File: config.mk
export PLATFORM = sky130hd
export DESIGN_NAME = rev_mac_engine_flat
export DESIGN_NICKNAME = d
export VERILOG_FILES = /design/src/rtl/rev_mac_if.sv /design/src/rtl/rev_mac_engine.sv /design/src/flat_wrapper.sv
export SDC_FILE = /design/constraint.sdc
export NUM_CORES = 1
export LEC_CHECK = 0
export BUFFER_PORTS_ARGS = -buffer_cell sky130_fd_sc_hd__buf_2
export CORE_UTILIZATION = 45
export CTS_CLUSTER_DIAMETER = 200
export DETAILED_ROUTE_END_ITERATION = 12
export MAX_ROUTING_LAYER = met4
export PLACE_DENSITY = 0.58
export SYNTH_ARGS = -nofsm -noshare
export SYNTH_HDL_FRONTEND = slang
export SYNTH_SLANG_ARGS = --single-unit
export TNS_END_PERCENT = 100
File: constraint.sdc
create_clock -name clk -period 11.5 [get_ports clk]
set_input_delay 2.3 -clock clk [delete_from_list [all_inputs] [get_ports clk]]
set_output_delay 2.3 -clock clk [all_outputs]
set_load 0.02 [all_outputs]
File: src/rtl/rev_mac_if.sv
`default_nettype none
// ============================================================================
// Module      : rev_mac_if
// Description : Host and command bundle for rev_mac_engine.
//               master : host / SPI-slave side (drives strobes and commands)
//               slave  : engine side (drives read data, status, accumulator)
//               Buffer write : host_wen, host_waddr, host_wdata ({b,a})
//               Buffer read  : host_ren, host_raddr -> host_rdata, host_rvalid
//               Command      : cmd_valid, cmd, cmd_count -> cmd_ready
//               Status       : busy, done, acc, err
// Revision    : 1.0 - initial release
// ============================================================================
interface rev_mac_if #(
    parameter int DW    = 8,
    parameter int DEPTH = 16,
    parameter int AW    = $clog2(DEPTH),
    parameter int ACCW  = 2*DW + $clog2(DEPTH)
);
    logic              host_wen;
    logic [AW-1:0]     host_waddr;
    logic [2*DW-1:0]   host_wdata;
    logic              host_ren;
    logic [AW-1:0]     host_raddr;
    logic [2*DW-1:0]   host_rdata;
    logic              host_rvalid;
    logic              cmd_valid;
    logic [1:0]        cmd;
    logic [AW:0]       cmd_count;
    logic              cmd_ready;
    logic              busy;
    logic              done;
    logic [ACCW-1:0]   acc;
    logic              err;

    modport master (
        output host_wen, host_waddr, host_wdata,
        output host_ren, host_raddr,
        input  host_rdata, host_rvalid,
        output cmd_valid, cmd, cmd_count,
        input  cmd_ready, busy, done, acc, err
    );

    modport slave (
        input  host_wen, host_waddr, host_wdata,
        input  host_ren, host_raddr,
        output host_rdata, host_rvalid,
        input  cmd_valid, cmd, cmd_count,
        output cmd_ready, busy, done, acc, err
    );
endinterface
`default_nettype wire

File: src/rtl/rev_mac_engine.sv
`default_nettype none
// ============================================================================
// Module      : rev_mac_engine
// Description : Reversible multiply-accumulate engine. The host loads {b,a}
//               operand pairs into a DEPTH-entry buffer. A forward pass adds
//               a*b over entries 0..N-1 into acc; a reverse pass subtracts
//               them in the order N-1..0 and sets the sticky err flag if acc
//               does not return to the value captured at the last forward
//               accept. Arithmetic is modulo 2^ACCW.
//               Ports : clk, rst_n (async, active-low)
//                       bus    (rev_mac_if.slave: host port, command, status)
// Revision    : 1.0 - initial release
// ============================================================================
module rev_mac_engine #(
    parameter int DW    = 8,
    parameter int DEPTH = 16,
    parameter int AW    = $clog2(DEPTH),
    parameter int ACCW  = 2*DW + $clog2(DEPTH)
) (
    input  wire         clk,
    input  wire         rst_n,
    rev_mac_if.slave    bus
);

    localparam logic [1:0]  c_cmd_fwd = 2'b01;
    localparam logic [1:0]  c_cmd_rev = 2'b10;
    localparam logic [1:0]  c_cmd_clr = 2'b11;
    localparam logic [AW:0] c_depth   = (AW+1)'(DEPTH);

    typedef enum logic [1:0] {
        S_IDLE  = 2'd0,
        S_RUN   = 2'd1,
        S_DRAIN = 2'd2,
        S_DONE  = 2'd3
    } state_t;

    state_t r_state;
    state_t w_state_nxt;

    // Operand buffer (not reset; contents survive reset)
    logic [2*DW-1:0] r_mem [DEPTH];

    logic [AW-1:0]   r_idx;        // address being issued this RUN cycle
    logic [AW:0]     r_remain;     // issues still to perform
    logic            r_dir;        // 1 = reverse pass
    logic            r_v1;         // r_rd holds a valid entry
    logic            r_v2;         // r_prod holds a valid product
    logic [2*DW-1:0] r_rd;
    logic [2*DW-1:0] r_prod;
    logic [ACCW-1:0] r_acc;
    logic [ACCW-1:0] r_base;
    logic            r_err;
    logic [2*DW-1:0] r_hrdata;
    logic            r_hrvalid;

    logic            w_idle;
    logic            w_accept;
    logic            w_start;
    logic            w_clear;
    logic            w_issue;
    logic            w_busy;
    logic            w_done;
    logic [AW:0]     w_count_n;
    logic [ACCW-1:0] w_prod_ext;

    assign w_idle     = (r_state == S_IDLE);
    assign w_accept   = bus.cmd_valid & w_idle;
    assign w_start    = w_accept & ((bus.cmd == c_cmd_fwd) | (bus.cmd == c_cmd_rev));
    assign w_clear    = w_accept & (bus.cmd == c_cmd_clr);
    assign w_count_n  = (bus.cmd_count > c_depth) ? c_depth : bus.cmd_count;
    assign w_issue    = (r_state == S_RUN);
    assign w_prod_ext = {{(ACCW-2*DW){1'b0}}, r_prod};

    // ------------------------------------------------------------------
    // Control FSM
    // ------------------------------------------------------------------
    always_ff @(posedge clk or negedge rst_n) begin
        if (!rst_n) begin
            r_state <= S_IDLE;
        end else begin
            r_state <= w_state_nxt;
        end
    end

    always_comb begin
        w_state_nxt = r_state;
        w_busy      = 1'b0;
        w_done      = 1'b0;
        case (r_state)
            S_IDLE: begin
                // A zero-length pass still walks through DRAIN so that its
                // done pulse lands one cycle after the accept edge.
                if (w_start) begin
                    w_state_nxt = (w_count_n == '0) ? S_DRAIN : S_RUN;
                end
            end
            S_RUN: begin
                w_busy = 1'b1;
                if (r_remain == (AW+1)'(1)) begin
                    w_state_nxt = S_DRAIN;
                end
            end
            S_DRAIN: begin
                w_busy = 1'b1;
                // Once nothing is left in the read stage, the product stage
                // (if valid) accumulates on this edge and the pass is over.
                if (!r_v1) begin
                    w_state_nxt = S_DONE;
                end
            end
            S_DONE: begin
                w_done      = 1'b1;
                w_state_nxt = S_IDLE;
            end
            default: begin
                w_state_nxt = S_IDLE;
            end
        endcase
    end

    // ------------------------------------------------------------------
    // Buffer write port: host only while idle
    // ------------------------------------------------------------------
    always_ff @(posedge clk) begin
        if (bus.host_wen && w_idle) begin
            r_mem[bus.host_waddr] <= bus.host_wdata;
        end
    end

    // ------------------------------------------------------------------
    // Issue counter, pipeline, accumulator, host read port
    // ------------------------------------------------------------------
    always_ff @(posedge clk or negedge rst_n) begin
        if (!rst_n) begin
            r_idx     <= '0;
            r_remain  <= '0;
            r_dir     <= 1'b0;
            r_v1      <= 1'b0;
            r_v2      <= 1'b0;
            r_rd      <= '0;
            r_prod    <= '0;
            r_acc     <= '0;
            r_base    <= '0;
            r_err     <= 1'b0;
            r_hrdata  <= '0;
            r_hrvalid <= 1'b0;
        end else begin
            r_v1 <= w_issue;
            r_v2 <= r_v1;

            if (w_issue) begin
                r_rd <= r_mem[r_idx];
            end
            if (r_v1) begin
                r_prod <= {{DW{1'b0}}, r_rd[DW-1:0]} * {{DW{1'b0}}, r_rd[2*DW-1:DW]};
            end
            if (r_v2) begin
                r_acc <= r_dir ? (r_acc - w_prod_ext) : (r_acc + w_prod_ext);
            end

            if (w_start) begin
                r_dir    <= (bus.cmd == c_cmd_rev);
                r_remain <= w_count_n;
                // Reverse walks from the last entry down; N=DEPTH wraps to DEPTH-1.
                r_idx    <= (bus.cmd == c_cmd_rev) ? (w_count_n[AW-1:0] - AW'(1)) : '0;
                if (bus.cmd == c_cmd_fwd) begin
                    r_base <= r_acc;
                end
            end else if (w_issue) begin
                r_remain <= r_remain - (AW+1)'(1);
                r_idx    <= r_dir ? (r_idx - AW'(1)) : (r_idx + AW'(1));
            end

            if (w_clear) begin
                r_acc  <= '0;
                r_base <= '0;
                r_err  <= 1'b0;
            end else if ((r_state == S_DONE) && r_dir) begin
                r_err <= r_err | (r_acc != r_base);
            end

            // Same-cycle write to the read address returns the old contents.
            r_hrvalid <= bus.host_ren & w_idle;
            if (bus.host_ren && w_idle) begin
                r_hrdata <= r_mem[bus.host_raddr];
            end
        end
    end

    assign bus.host_rdata  = r_hrdata;
    assign bus.host_rvalid = r_hrvalid;
    assign bus.cmd_ready   = w_idle;
    assign bus.busy        = w_busy;
    assign bus.done        = w_done;
    assign bus.acc         = r_acc;
    assign bus.err         = r_err;

endmodule
`default_nettype wire

File: src/flat_wrapper.sv
// flat-port wrapper written by rule: the top's interface ports become plain ports
module rev_mac_engine_flat 
#(
    parameter int DW    = 8,
    parameter int DEPTH = 16,
    parameter int AW    = $clog2(DEPTH),
    parameter int ACCW  = 2*DW + $clog2(DEPTH)
)
  (clk, rst_n, bus_host_wen, bus_host_waddr, bus_host_wdata, bus_host_ren, bus_host_raddr, bus_host_rdata, bus_host_rvalid, bus_cmd_valid, bus_cmd, bus_cmd_count, bus_cmd_ready, bus_busy, bus_done, bus_acc, bus_err);
  rev_mac_if #(.DW(DW), .DEPTH(DEPTH), .AW(AW), .ACCW(ACCW)) bus_i ();
  input  wire clk;
  input  wire rst_n;
  input wire logic [$bits(bus_i.host_wen)-1:0] bus_host_wen;
  input wire logic [$bits(bus_i.host_waddr)-1:0] bus_host_waddr;
  input wire logic [$bits(bus_i.host_wdata)-1:0] bus_host_wdata;
  input wire logic [$bits(bus_i.host_ren)-1:0] bus_host_ren;
  input wire logic [$bits(bus_i.host_raddr)-1:0] bus_host_raddr;
  output wire logic [$bits(bus_i.host_rdata)-1:0] bus_host_rdata;
  output wire logic [$bits(bus_i.host_rvalid)-1:0] bus_host_rvalid;
  input wire logic [$bits(bus_i.cmd_valid)-1:0] bus_cmd_valid;
  input wire logic [$bits(bus_i.cmd)-1:0] bus_cmd;
  input wire logic [$bits(bus_i.cmd_count)-1:0] bus_cmd_count;
  output wire logic [$bits(bus_i.cmd_ready)-1:0] bus_cmd_ready;
  output wire logic [$bits(bus_i.busy)-1:0] bus_busy;
  output wire logic [$bits(bus_i.done)-1:0] bus_done;
  output wire logic [$bits(bus_i.acc)-1:0] bus_acc;
  output wire logic [$bits(bus_i.err)-1:0] bus_err;
  assign bus_i.host_wen = bus_host_wen;
  assign bus_i.host_waddr = bus_host_waddr;
  assign bus_i.host_wdata = bus_host_wdata;
  assign bus_i.host_ren = bus_host_ren;
  assign bus_i.host_raddr = bus_host_raddr;
  assign bus_host_rdata = bus_i.host_rdata;
  assign bus_host_rvalid = bus_i.host_rvalid;
  assign bus_i.cmd_valid = bus_cmd_valid;
  assign bus_i.cmd = bus_cmd;
  assign bus_i.cmd_count = bus_cmd_count;
  assign bus_cmd_ready = bus_i.cmd_ready;
  assign bus_busy = bus_i.busy;
  assign bus_done = bus_i.done;
  assign bus_acc = bus_i.acc;
  assign bus_err = bus_i.err;
  rev_mac_engine #(.DW(DW), .DEPTH(DEPTH), .AW(AW), .ACCW(ACCW)) u_core (.clk(clk), .rst_n(rst_n), .bus(bus_i));
endmodule
; After elaboration in Yosys (flattened, before gate mapping)
; Memories as Yosys holds them, arrays and structs flattened. A register that Yosys moved wholly into a read port is not among the register bits.
; Cells that the tools add are included.
[classes]
n_eq_ne = 11
n_addsub = 6
n_reduce_logical = 15
n_lt_le_gt_ge = 1
mul = 1
muxes = 24
bitwise = 6
[ops]
columns = operator, n
row1 = $mux W20, 6
row2 = $add A20 B16 Y20, 1
row3 = $ne A20 B20 Y1, 1
row4 = $sub A20 B16 Y20, 1
row5 = $mul A8 B8 Y16, 1
row6 = $mux W4, 4
row7 = $mux W5, 3
row8 = $reduce_bool A2 Y1, 5
row9 = $eq A2 B2 Y1 const B, 4
row10 = $mux W2, 4
row11 = $pmux W2 S4, 1
row12 = $sub A4 B1 Y4 const B, 2
row13 = $mux W1, 6
row14 = $ne A2 B2 Y1 const B, 3
row15 = $eq A5 B1 Y1 const B, 1
row16 = $gt A5 B5 Y1 const B, 1
row17 = $logic_not A5 Y1, 1
row18 = $sub A5 B1 Y5 const B, 1
row19 = $add A4 B1 Y4 const B, 1
row20 = $and A1 B1 Y1, 4
row21 = $eq A2 B1 Y1 const B, 2
row22 = $logic_and A1 B1 Y1, 3
row23 = $reduce_and A3 Y1, 1
row24 = $logic_not A1 Y1, 2
row25 = 4 further kinds, 5
[word_totals]
output_inout_bits = 41
n_memories = 1
in_bits = 36
ff_bits = 72
ramBits = 256
[mem_list]
columns = name, depth, word_bits, rd, rd_clocked_by_memory_dff, write_ports, line
row1 = u_core.r_mem, 16, 16, 2, 2, 1, rev_mac_engine.sv:41  ; logic [2*DW-1:0] r_mem [DEPTH];

; Longest topological paths before layout
[depth]
word_depth = 6
depth_mapped = 17

; Least setup slack after synthesis
; OpenSTA, ideal clock, no wires.
[synth_timing]
path_kind = input port to flip-flop
start = input port bus_host_waddr[1]
end = memory u_core.r_mem[0][0] (netlist name) (enable)
required_ns = 11.091
path_stages = 2
path_buffers = 0
t_arrival_ns = 3.866
setup_slack_ns = 7.224
cell_sequence = or3_1 -> nor3_1
[synth_lines]
columns = element, line
row1 = from (decl), flat_wrapper.sv:14  ; input wire logic [$bits(bus_i.host_waddr)-1:0] bus_host_waddr;
row2 = to (decl), rev_mac_engine.sv:41
; Straight into the memory's write port.

; Final worst setup path
[layout_timing]
start = register u_core.r_rd[3] (read register of u_core.r_mem)
end = register u_core.r_prod[15]
[layout_via]
elab_chain_len = 1
[layout_rtl]
columns = element, line
row1 = from (decl), rev_mac_engine.sv:48  ; logic [2*DW-1:0] r_rd;
row2 = $mul A8 B8 Y16, rev_mac_engine.sv:155  ; r_prod <= {{DW{1'b0}}, r_rd[DW-1:0]} * {{DW{1'b0}}, r_rd[2*DW-1:DW]};
row3 = to (signal assigned), rev_mac_engine.sv:155
row4 = to (decl), rev_mac_engine.sv:49  ; logic [2*DW-1:0] r_prod;
; No other way between the ends.
; A chain may end at the register's enable or synchronous reset.

==> results.sh <==
export IMPL_r2r_start="u_core.r_rd[3]"
export IMPL_dr_pass1_iters=5
export IMPL_async_flop_share_pct=28.89
export IMPL_ys_ff_latch=360
export IMPL_cts_path_max_buffers=3
export IMPL_syn_num_nets=1394
export IMPL_wl_per_cell_um=23.65
export IMPL_max_slew_margin_rel_pct=28.17
export IMPL_crit_fanout=9
export IMPL_synth_area_mux_share_pct=21.92
export IMPL_max_cap_viol_count=0
export IMPL_drive_gt1_share_pct=28.47
export IMPL_setup_viol=0
export IMPL_grt_overflow_total=0
export IMPL_fin_crit_sh_pct=39.59
export IMPL_synth_seq_area_share_pct=53.22
export IMPL_status="finished clean"
export IMPL_io_buffers=76
export IMPL_io_pins=77
export IMPL_hpwl_um=28080
export IMPL_synth_edf_count=256
export IMPL_cts_sinks=360
export IMPL_final_nets=1480
export IMPL_rsz0062_at_grt="false"
export IMPL_synthAdderAreaFrac_pct=8.400
export IMPL_hold_path_startpoint="u_core.bus.err"
export IMPL_hold_path_class="reg -> reg"
export IMPL_fp_dieArea_sq_um=43800
export IMPL_syn_cell_area_sq_um=19330
export IMPL_synth_xor_area_share_pct=2.990
export IMPL_dp_cells=1832
export IMPL_syn_to_final_growth_pct=12.39
export IMPL_grt_pass1_wl_um=69880
export IMPL_final_setup_tns_ns=0
export IMPL_r2r_end="u_core.r_prod[15]"
export IMPL_vias=11150
export IMPL_cp_data_arrival_time_ns=4.98
export IMPL_avgSynthCellArea_sq_um=15.46
export IMPL_grt_total_usage_pct=22.13
export IMPL_whs_path_depth=2
export IMPL_cts_buffers=42
export IMPL_synth_compound_gate_area_share_pct=4.582
export IMPL_synth_top_family_by_area="multiplexers"
export IMPL_clk_latency_ns=0.58
export IMPL_cts_root_buf="clkbuf_16"
export IMPL_finalNonFillerCells=1910
export IMPL_grt_max_degree=68
export IMPL_fmax_mhz=219.6
export IMPL_viasPerCell=5.836
export IMPL_yosys_warnings=0
export IMPL_drc=0
export IMPL_rr_worst_depth=15
export IMPL_wl_um=45170
export IMPL_drtIter0Drc=868
export IMPL_hold_ws_ns=0.4984
export IMPL_postSynthCellCount=1251
export IMPL_ctsHoldBuffers=0
export IMPL_required_ns=11.92
export IMPL_rows=75
export IMPL_synth_cell_type_count=61
export IMPL_final_max_slew_viol_count=0
export IMPL_cts_setup_buffers=0
export IMPL_reg2reg_slack_ns=6.95
export IMPL_critical_path_class="reg -> reg"
export IMPL_antenna_found_initial=0
export IMPL_htreeDepth=2
export IMPL_min_to="u_core.bus.err"
export IMPL_crit_path_end_kind="flip-flop"
export IMPL_hold_viol=0
export IMPL_worst_slew_pin_slew_ns=1.077
export IMPL_start_util_pct=45.89
export IMPL_synth_flop_cell="edfxtp_1"
export IMPL_fp_dieW_um=209.3
export IMPL_grt_pass1_vias=11540
export IMPL_drtAntennaViolNets=0
export IMPL_fin_util_pct=51.57
export IMPL_place_congestion=0.8435
export IMPL_die_height_um=209.3
export IMPL_clkSlewWorstSetupHoldPaths_ns=0.06
export IMPL_cts_tree="yes"
export IMPL_yosys_area_share_simple_pct=5.979
export IMPL_core_area_sq_um=42130
export IMPL_start_kind="flip-flop"
export IMPL_cts_repair_resized=0
export IMPL_finClkSkew_ns=0.04071
export IMPL_finalCriticalPeriod_ns=4.553
## stage by stage
| step | worst slack, ns | cell area (sq um) |
|---|---|---|
| final | 6.947 | 21730 |
| after global routing | 6.622 | 21730 |
| after CTS | 6.884 | 21730 |
| after detailed placement | 6.486 | 20370 |
| after global placement | 6.466 | 20370 |
| after floorplan | 7.224 | 19330 |
## worst max-delay path by stage
stage                           start                        end  slack, ns  cells past startpoint
global route           u_core.r_rd[3]          u_core.r_prod[15]       6.62                     15
finish                 u_core.r_rd[3]          u_core.r_prod[15]       6.95                     15
global placement    bus_host_raddr[0]   u_core.bus.host_rdata[8]       6.47                      5
CTS                    u_core.r_rd[3]          u_core.r_prod[15]       6.88                     15
floorplan           bus_host_waddr[1]         u_core.r_mem[0][0]       7.22                      2
detailed placement  bus_host_raddr[0]  u_core.bus.host_rdata[10]       6.49                      5
## cells by family (layout without fill, tap and decap cells)
logic type / after synthesis / count (layout)
buf+inv: 133 / 252
fa+ha+maj: 107 / 107
other cells: 0 / 1
xor+xnor: 66 / 66
mux: 218 / 218
flops: 360 / 360
compound gates: 138 / 138
simple gates: 229 / 229
## critical path, stage by stage, from the launching register on
cell and delay, ns:
dfrtp_1 0.47, and2_1 0.22, fa_1 0.43, fa_1 0.49, inv_1 0.05, fa_1 0.49
fa_1 0.49, inv_1 0.04, ha_1 0.31, o21ai_0 0.12, a21boi_1 0.30, o21ai_0 0.19
o31ai_1 0.27, a21oi_1 0.12, xnor2_1 0.13, mux2_2 0.26
## cells in the mapped netlist (5+ instances only)
| library cell | instances | share of area, % |
|---|---|---|
| a211oi_1 | 5 | 0.19 |
| a21o_1 | 7 | 0.27 |
| a21oi_1 | 34 | 0.88 |
| a22o_1 | 20 | 0.91 |
| a31oi_1 | 8 | 0.26 |
| and2_1 | 49 | 1.6 |
| buf_1 | 14 | 0.27 |
| buf_2 | 7 | 0.18 |
| buf_4 | 6 | 0.23 |
| clkbuf_1 | 26 | 0.50 |
| dfrtp_1 | 104 | 13 |
| edfxtp_1 | 256 | 40 |
| fa_1 | 38 | 3.9 |
| ha_1 | 69 | 4.5 |
| inv_1 | 74 | 1.4 |
| mux2_2 | 44 | 2.6 |
| mux2i_1 | 14 | 0.72 |
| mux4_2 | 160 | 19 |
| nand2_1 | 53 | 1.0 |
| nand2b_1 | 11 | 0.36 |
| nand3_1 | 9 | 0.23 |
| nand4_1 | 6 | 0.19 |
| nor2_1 | 59 | 1.1 |
| nor2b_1 | 8 | 0.26 |
| nor3_1 | 13 | 0.34 |
| o21ai_0 | 36 | 0.93 |
| o21ai_1 | 5 | 0.13 |
| xnor2_1 | 43 | 1.9 |
| xor2_1 | 23 | 1.0 |
## metal layers
metal,share of wire [%],GRT usage (%),routed length [um]
met1,42,28.74,18990
met2,51,36.63,23180
met3,4.3,2.753,1964
met4,2.3,6.719,1032
met5,0,-,0
## cell type report
class | count | area [sq um]
diodes | 1 | 2.502
flip-flops and latches | 360 | 10290
inverters | 75 | 281.5
repair buffers | 100 | 565.5
multi-input cells | 758 | 8553
well taps | 539 | 674.4
fillers | 3465 | 20400
clock buffers | 62 | 1197
clock inverters | 15 | 160.2
## layout by cell type, fill, tap and decap left out, drive strengths merged, types with 2 or more instances in the layout
cell	count
a211oi	5
a21boi	2
a21o	7
a21oi	36
a22o	20
a31o	2
a31oi	8
and2	49
buf	100
bufinv	2
clkbuf	62
clkinv	12
dfrtp	104
edfxtp	256
fa	38
ha	69
inv	76
mux2	44
mux2i	14
mux4	160
nand2	53
nand2b	11
nand3	9
nand3b	3
nand4	6
nor2	59
nor2b	8
nor3	14
nor3b	2
nor4	2
o2111ai	2
o21a	3
o21ai	41
o31ai	3
o41ai	2
or3	4
or4	3
xnor2	43
xor2	23
## sequential cells by signal (all words and copies together), names as in the netlist
signal / flops
u_core.r_mem: 256
u_core.bus.acc: 20
u_core.r_base: 20
u_core.bus.host_rdata: 16
u_core.r_prod: 16
u_core.r_rd: 16
u_core.r_remain: 5
u_core.r_idx: 4
u_core.r_state: 2
u_core.bus.err: 1
u_core.bus.host_rvalid: 1
u_core.r_dir: 1
u_core.r_v1: 1
u_core.r_v2: 1
Power is not shown: default switching activity piles up to over one toggle a cycle in this logic, so the estimate is an artifact.
